**config.mk**
```make
export PLATFORM = sky130hd
export DESIGN_NAME = lb_rot_sched
export DESIGN_NICKNAME = d
export VERILOG_FILES = /design/src/rtl/lb_rot_sched_pkg.sv /design/src/rtl/lb_pos_cnt.sv /design/src/rtl/lb_rot_sched.sv
export SDC_FILE = /design/constraint.sdc
export NUM_CORES = 1
export LEC_CHECK = 0
export CORE_ASPECT_RATIO = 1.25
export CORE_UTILIZATION = 40
export CTS_CLUSTER_DIAMETER = 150
export DETAILED_ROUTE_END_ITERATION = 8
export DONT_BUFFER_PORTS = 1
export PLACE_DENSITY_LB_ADDON = 0.08
export SYNTH_ARGS = -nofsm -noshare
export SYNTH_HDL_FRONTEND = slang
export SYNTH_HIERARCHICAL = 1
export SYNTH_SLANG_ARGS = --single-unit
```
**constraint.sdc**
```tcl
create_clock -name clk -period 1.8 [get_ports clk]
set_input_delay 0.27 -clock clk [delete_from_list [all_inputs] [get_ports clk]]
set_output_delay 0.27 -clock clk [all_outputs]
set_load 0.005 [all_outputs]
```
**src/rtl/lb_rot_sched_pkg.sv**
```systemverilog
// Shared types for the 3x3 window line-buffer path.
// Buffer indices are shared with the rotating read counter.
package lb_rot_sched_pkg;

    typedef enum logic [2:0] {
        S_IDLE,
        S_FILL,
        S_STREAM,
        S_DRAIN,
        S_DONE_WAIT
    } lb_state_e;

    localparam int NUM_LB   = 4;
    localparam int WIN_ROWS = 3;

    typedef logic [1:0] lb_idx_t;

endpackage

```
**src/rtl/lb_pos_cnt.sv**
```systemverilog
// Column/row position counter with wrap and last-row flags.
// Column wraps at COLS-1, row wraps after ROWS-1.
module lb_pos_cnt #(
    parameter int COLS = 32,
    parameter int ROWS = 32,
    parameter int CW   = 5,
    parameter int RW   = 5
) (
    input  logic          clk,
    input  logic          rst_n,
    input  logic          clr_i,
    input  logic          en_i,
    output logic [CW-1:0] col_o,
    output logic [RW-1:0] row_o,
    output logic          wrap_o,
    output logic          last_row_o
);

    logic [CW-1:0] col_q, col_d;
    logic [RW-1:0] row_q, row_d;
    logic          col_end;

    assign col_end    = (col_q == CW'(COLS - 1));
    assign wrap_o     = en_i && col_end;
    assign last_row_o = (row_q == RW'(ROWS - 1));
    assign col_o      = col_q;
    assign row_o      = row_q;

    always_comb begin
        col_d = col_q;
        row_d = row_q;
        if (clr_i) begin
            col_d = '0;
            row_d = '0;
        end else if (en_i) begin
            if (col_end) begin
                col_d = '0;
                row_d = last_row_o ? '0 : row_q + RW'(1);
            end else begin
                col_d = col_q + CW'(1);
            end
        end
    end

    always_ff @(posedge clk or negedge rst_n) begin
        if (!rst_n) begin
            col_q <= '0;
            row_q <= '0;
        end else begin
            col_q <= col_d;
            row_q <= row_d;
        end
    end

endmodule

```
**src/rtl/lb_rot_sched.sv**
```systemverilog
// Sequencer for a 4-entry rotating line-buffer bank feeding
// the 3x3 window: fill, lockstep stream, drain, done.
module lb_rot_sched
    import lb_rot_sched_pkg::*;
#(
    parameter int IMG_W = 32,
    parameter int IMG_H = 32,
    parameter int CW    = $clog2(IMG_W),
    parameter int RW    = $clog2(IMG_H)
) (
    input  logic          clk,
    input  logic          rst_n,
    input  logic          start,
    input  logic          in_valid,
    output logic          in_ready,
    input  logic          win_ready,
    output logic          wr_en,
    output logic [1:0]    wr_buf,
    output logic [CW-1:0] wr_addr,
    output logic          rd_en,
    output logic [1:0]    rd_base,
    output logic [CW-1:0] rd_addr,
    output logic          win_valid,
    output logic [CW-1:0] win_col,
    output logic [RW-1:0] win_row,
    output logic          busy,
    output logic          done
);

    lb_state_e     state_q;
    lb_idx_t       wr_buf_q;
    logic          win_valid_q, done_q;
    logic [CW-1:0] win_col_q;
    logic [RW-1:0] win_row_q;

    logic          start_go, in_xfer, drain_rd;
    logic [CW-1:0] in_col, out_col;
    logic [RW-1:0] in_row, out_row;
    logic          in_wrap, in_last, out_wrap, out_last;

    always_comb begin
        in_ready = 1'b0;
        drain_rd = 1'b0;
        unique case (state_q)
            S_FILL:   in_ready = 1'b1;
            S_STREAM: in_ready = win_ready;
            S_DRAIN:  drain_rd = win_ready;
            default:  ;
        endcase
    end

    assign start_go = (state_q == S_IDLE) && start;
    assign in_xfer  = in_valid && in_ready;
    assign wr_en    = in_xfer;
    assign rd_en    = drain_rd || ((state_q == S_STREAM) && in_xfer);
    assign wr_buf   = wr_buf_q;
    assign rd_base  = wr_buf_q + 2'd1;
    assign wr_addr  = in_col;
    // Reads track writes column-for-column while streaming.
    assign rd_addr  = out_col;
    assign win_valid = win_valid_q;
    assign win_col  = win_col_q;
    assign win_row  = win_row_q;
    assign busy     = (state_q != S_IDLE);
    assign done     = done_q;

    lb_pos_cnt #(
        .COLS(IMG_W), .ROWS(IMG_H), .CW(CW), .RW(RW)
    ) u_in_cnt (
        .clk(clk), .rst_n(rst_n),
        .clr_i(start_go), .en_i(in_xfer),
        .col_o(in_col), .row_o(in_row),
        .wrap_o(in_wrap), .last_row_o(in_last)
    );

    lb_pos_cnt #(
        .COLS(IMG_W), .ROWS(IMG_H - 2), .CW(CW), .RW(RW)
    ) u_out_cnt (
        .clk(clk), .rst_n(rst_n),
        .clr_i(start_go), .en_i(rd_en),
        .col_o(out_col), .row_o(out_row),
        .wrap_o(out_wrap), .last_row_o(out_last)
    );

    always_ff @(posedge clk or negedge rst_n) begin
        if (!rst_n) begin
            state_q     <= S_IDLE;
            wr_buf_q    <= '0;
            win_valid_q <= 1'b0;
            done_q      <= 1'b0;
            win_col_q   <= '0;
            win_row_q   <= '0;
        end else begin
            win_valid_q <= rd_en;
            done_q      <= 1'b0;
            if (rd_en) begin
                win_col_q <= out_col;
                win_row_q <= out_row;
            end
            if (start_go) begin
                wr_buf_q <= '0;
            end else if (in_wrap) begin
                wr_buf_q <= wr_buf_q + 2'd1;
            end
            unique case (state_q)
                S_IDLE: begin
                    if (start) state_q <= S_FILL;
                end
                S_FILL: begin
                    if (in_wrap && in_row == RW'(WIN_ROWS - 1))
                        state_q <= (IMG_H == WIN_ROWS) ? S_DRAIN : S_STREAM;
                end
                S_STREAM: begin
                    if (in_wrap && in_last) state_q <= S_DRAIN;
                end
                S_DRAIN: begin
                    if (out_wrap && out_last) begin
                        state_q <= S_DONE_WAIT;
                        done_q  <= 1'b1;
                    end
                end
                S_DONE_WAIT: state_q <= S_IDLE;
                default:     state_q <= S_IDLE;
            endcase
        end
    end

endmodule

```
==> results of run 1 <==
## layout make-up
class                      count  area (µm²)
fill                         427        2221
clock buffer                   7       86.33
multi-input combinational    123       885.9
sequential                    37       927.1
tap                           58       72.57
inverter                       7       26.28
timing repair buffer          25       206.4
## per-layer routing
metal / GRT usage [%] / vias up / wire, µm
met3: 5.294 / 5 / 170
met2: 29.24 / 35 / 2046
met4: 7.674 / 0 / 62
met5: 0 / - / 0
met1: 17.83 / 705 / 1533
li1: - / 669 / -
## worst max-delay path: stages (launching register included)
cell	delay (ns)
dfrtp_2	0.44
nand2b_1	0.17
a21oi_2	0.16
and2_4	0.19
nand2_2	0.08
or4b_1	0.48
a21oi_1	0.14
## where the power goes
part           switching [mW]  leakage [nW]  internal [mW]  total, mW
Combinational           0.155         0.540          0.147      0.302
Sequential             0.0770         0.495          0.904      0.981
Clock                   0.275        0.0443          0.304      0.579
## sequential cells by signal (all words and copies together), names as in the netlist
| register | count |
|---|---|
| done | 1 |
| win_valid | 1 |
| win_row | 5 |
| win_col | 5 |
| u_out_cnt/row_o | 5 |
| u_in_cnt/row_o | 5 |
| u_in_cnt/col_o | 5 |
| u_out_cnt/col_o | 5 |
| state_q | 3 |
| wr_buf | 2 |
## logic make-up after synthesis
logic type | synth area share [%]
AOI/OAI and AO/OA | 7.818
xor gates and xnor gates | 1.428
adders and majority gates | 5.439
buffers and inverters | 3.535
DFF | 50.31
muxes | 9.382
and+or+nand+nor | 22.09
## layout by cell type (no fill, tap or decap), types with 2 or more instances in the layout
master / synthesis / routed
nand4_1: 5 / 5
inv_1: 7 / 6
nand2_4: 2 / 2
clkbuf_8: 0 / 6
nand3_1: 8 / 8
or3b_1: 2 / 2
nand2_1: 10 / 10
o21ai_0: 5 / 5
a31oi_1: 3 / 3
mux2i_1: 6 / 6
ha_2: 0 / 4
or3_1: 2 / 2
a21oi_2: 0 / 2
nor3b_1: 2 / 2
xor2_1: 2 / 2
dfrtp_1: 37 / 36
and3_1: 3 / 3
ha_1: 8 / 4
a21oi_1: 14 / 12
and4bb_2: 2 / 2
mux2_2: 10 / 10
buf_4: 2 / 22
nor2_1: 20 / 20
## per-stage QoR
stage	cell area (µm²)	hold slack, ns
after floorplan	1863	-0.02559
after global placement	1999	-0.02487
after detailed placement	1999	-0.02482
after CTS	2123	0.2261
after global routing	2205	0.2556
final	2205	0.2294
## what timing repair did
action,4_1_cts,5_1_grt
hold endpoints to repair,37,0
buffers inserted,1,7
pin swaps,0,3
setup endpoints to repair,1,9
gates cloned,0,1
gates resized for setup,0,9
hold buffers,2,0
## how the worst max path moves through the flow
stage                      start           endpoint  slack (ns)  cells after the start
4_1_cts        u_in_cnt/row_o[0]  u_in_cnt/row_o[3]       0.007                      5
3_5_place_dp   u_in_cnt/row_o[1]  u_in_cnt/row_o[3]       0.002                      5
3_3_place_gp          state_q[1]         state_q[1]        0.08                      8
5_1_grt               state_q[0]  u_in_cnt/row_o[2]       -0.01                      6
2_1_floorplan         state_q[0]  u_in_cnt/row_o[2]       -0.05                      8
6_report              state_q[1]  u_in_cnt/row_o[2]        0.06                      6
==> results.json, run 1 <==
{
  "crit_path_end_kind": "flop",
  "r2r_cells": 6,
  "cp_max_fo": 5,
  "finalSetupViolCount": 0,
  "cts_inserted_buffers": 5,
  "clock_sinks": 37,
  "cts.clk_slew.worst_paths_ns": 0.07,
  "crit_type": "flop to flop",
  "routed_via_density": 5.502,
  "ir_drop_uv": 628.4,
  "htreeDepth": 2,
  "power.density_nw_per_um2": 844.8,
  "regToRegSetupSlack_ns": 0.06,
  "dpl.cell_count": 239,
  "slew_viol_final": 0,
  "drt-initial-drc-count": 84,
  "drv_cap": 0,
  "postSynth.asyncResetShare_pct": 100.0,
  "timing.final.ws_setup_ns": 0.06165,
  "final_nets": 212,
  "cp.required_ns": 2.01,
  "gp_congestion": 0.8026,
  "synth_seq_area_share_pct": 50.31,
  "area_delta_synth_final_pct": 19.78,
  "hold_class": "input pin to flop",
  "yosys_most_used_dff": "dfrtp_1",
  "clk_path_buf_depth": 2,
  "rows": 27,
  "finalHoldViolCount": 0,
  "hold_depth": 2,
  "pre_cts_slack_ns": 0.001995,
  "grt_overflow": 0,
  "synth_top_cell_area_share_pct": 50.31,
  "vias": 1414,
  "grt_pass1_wl_mm": 6.313,
  "status": "finished, final reports clean",
  "grt_pass1_vias": 1389,
  "drt-pass1-iter-count": 4,
  "clk-insertion-delay-late_ns": 0.28,
  "antenna_found_initial": 0,
  "reg2reg_to": "u_in_cnt/row_o[2]",
  "final_antenna_net_count": 0,
  "timing.rr.start": "state_q[1]",
  "post-synth-top-count-cell": "dfrtp_1",
  "yosys.area.top_type": "dfrtp_1",
  "finalClockSkew_ns": 0.007167,
  "cts_root_buf": "clkbuf_8",
  "finalPower_mw": 1.862,
  "wire_per_inst_um": 14.84,
  "n_antenna_cell": 0,
  "synth.distinct_cells": 40,
  "slew_headroom_pct": 68.35,
  "synth.avg_cell_area_um2": 10.70,
  "start_util_pct": 41.59,
  "core_region_area_um2": 4425,
  "hold_start": "start",
  "die_x_um": 62.67,
  "final.setup.tns_ns": 0,
  "fin_crit_sh_pct": 96.58,
  "drive_gt1_share_pct": 29.15,
  "syn_area_um2": 1841,
  "dp.final_hpwl_mm": 2.535,
  "die_area_um2": 4878,
  "drc_errors": 0,
  "worstHoldEndpoint": "state_q[0]",
  "io_buffers": 0,
  "ios": 35,
  "crit_arrival_ns": 1.95,
  "fmax_mhz": 575.3,
  "final_core_util_pct": 49.82,
  "startpoint_type": "flop",
  "synth-edff-count": 0,
  "drt-total-wl_mm": 3.813,
  "yosys-top-cells-count": "37 x dfrtp_1, 20 x nor2_1, 14 x a21oi_1",
  "synthTopCellsByArea": "dfrtp_1 50%, mux2_2 6.1%, ha_1 5.4%",
  "netlist_instances": 172,
  "final_cells": 257,
  "tritoncts": "built",
  "grt_max_degree": 38,
  "fin_crit_ns": 1.738,
  "synth_warnings": 6,
  "gr-usage-all-layers_pct": 16.59,
  "tightest_slew_ns": 0.4682,
  "leakage_nw": 1.079,
  "die_y_um": 77.84,
  "ys_ff_latch": 37,
  "syn-num-nets": 185
}
Note: power is estimated with default switching activity, not from simulation.
==> run 2: changes to the inputs <==
- RECOVER_POWER: unset -> 50
==> results.json, run 2 (synthesis gave the netlist of run 1 again) <==
{
  "core_region_area_um2": 4425,
  "die_y_um": 77.84,
  "regToRegSetupSlack_ns": 0.06,
  "critical_path.max_stage_delay_ns": 0.48,
  "tritoncts": "built",
  "clk_path_buf_depth": 2,
  "status": "finished, final reports clean",
  "dp.final_hpwl_mm": 2.535,
  "final_cell_mix": "36 x dfrtp_1, 22 x buf_4, 20 x nor2_1",
  "drt-total-wl_mm": 3.826,
  "grt_pass1_vias": 1389,
  "gr-usage-all-layers_pct": 16.59,
  "rows": 27,
  "fin_crit_ns": 1.739,
  "drc_errors": 0,
  "cp.required_ns": 2.01,
  "tightest_slew_ns": 0.9341,
  "finalHoldViolCount": 0,
  "ir_drop_uv": 627.7,
  "cts_inserted_buffers": 5,
  "crit_type": "flop to flop",
  "n_antenna_cell": 0,
  "drive_gt1_share_pct": 29.15,
  "cp_cell_sequence": "nand2b_1 > a21oi_2 > and2_4 > nand2_2 > or4b_1 > a21oi_1",
  "final_antenna_net_count": 0,
  "die_x_um": 62.67,
  "power.density_nw_per_um2": 849.0,
  "path_delay_family": "simple AND/OR/NAND/NOR gates",
  "vias": 1418,
  "final_cells": 257,
  "crit_arrival_ns": 1.95,
  "finalClockSkew_ns": 0.007167,
  "worstHoldEndpoint": "state_q[0]",
  "grt_overflow": 0,
  "cts.clk_slew.worst_paths_ns": 0.07,
  "timing.rr.start": "state_q[1]",
  "ios": 35,
  "dpl.cell_count": 239,
  "gp_congestion": 0.8026,
  "clk-insertion-delay-late_ns": 0.28,
  "startpoint_type": "flop",
  "die_area_um2": 4878,
  "grt_pass1_wl_mm": 6.313,
  "finalSetupViolCount": 0,
  "final_nets": 212,
  "hold_depth": 2,
  "routed_via_density": 5.518,
  "antenna_found_initial": 0,
  "hold_class": "input pin to flop",
  "cts_root_buf": "clkbuf_8",
  "area_delta_synth_final_pct": 18.97,
  "leakage_nw": 1.074,
  "cp_slowest_cell": "or4b_1",
  "drt-initial-drc-count": 84,
  "fin_crit_sh_pct": 96.60,
  "slew_headroom_pct": 37.73,
  "fmax_mhz": 575.1,
  "crit_path_end_kind": "flop",
  "drt-pass1-iter-count": 4,
  "reg2reg_to": "u_in_cnt/row_o[2]",
  "grt_max_degree": 38,
  "pre_cts_slack_ns": 0.001995,
  "finalPower_mw": 1.859,
  "start_util_pct": 41.59,
  "clock_sinks": 37,
  "final_common_cell": "dfrtp_1",
  "htreeDepth": 2,
  "whs_ns": 0.2293,
  "hold_start": "start",
  "wire_per_inst_um": 14.89,
  "drv_cap": 0,
  "r2r_cells": 6,
  "critPathBufInv": 0,
  "slew_viol_final": 0,
  "cp_max_fo": 5,
  "timing.final.ws_setup_ns": 0.06120,
  "io_buffers": 0
}
-- run 2: layer usage --
metal | vias to the layer above | global-route usage (%) | share of wire [%]
li1 | 668 | - | -
met1 | 712 | 17.83 | 40
met2 | 33 | 29.24 | 54
met3 | 5 | 5.294 | 4.3
met4 | 0 | 7.674 | 1.6
met5 | - | 0 | 0
-- run 2: through the flow --
| step | setup TNS (ns) | instance area, µm² | util (%) |
|---|---|---|---|
| 2_1_floorplan | -0.07926 | 1863 | - |
| 3_3_place_gp | 0 | 1999 | 45.18 |
| 3_5_place_dp | 0 | 1999 | 45.18 |
| 4_1_cts | 0 | 2123 | 47.98 |
| 5_1_grt | -0.01136 | 2190 | 49.48 |
| 6_report | 0 | 2190 | 49.48 |
-- run 2: report_power, final --
part	total (mW)	switching, mW	leakage, nW	internal [mW]
registers	0.981	0.0769	0.495	0.904
clock network	0.580	0.276	0.0443	0.304
logic	0.298	0.155	0.534	0.144
total	1.86	0.507	1.07	1.35
-- run 2: worst max path at each step --
stage	from	to	slack [ns]	depth (start not counted)
floorplan	state_q[0]	u_in_cnt/row_o[2]	-0.05	8
global placement	state_q[1]	state_q[1]	0.08	8
detailed placement	u_in_cnt/row_o[1]	u_in_cnt/row_o[3]	0.002	5
CTS	u_in_cnt/row_o[0]	u_in_cnt/row_o[3]	0.007	5
global route	state_q[0]	u_in_cnt/row_o[2]	-0.01	6
finish	state_q[1]	u_in_cnt/row_o[2]	0.06	6
-- run 2: timing repair --
item | in CTS | in global routing
hold buffers | 2 | 0
gates cloned | 0 | 1
gates resized for setup | 0 | 9
endpoints found under the setup margin | 1 | 9
hold endpoints to repair | 37 | 0
buffers inserted | 1 | 7
pin swaps | 0 | 3
-- run 2: cell type report --
class                           instances  area (µm²)
Inverter                                7       26.28
Tap cell                               58       72.57
Timing Repair Buffer                   25       191.4
Fill cell                             429        2236
Sequential cell                        37       927.1
Multi-Input combinational cell        123       885.9
Clock buffer                            7       86.33
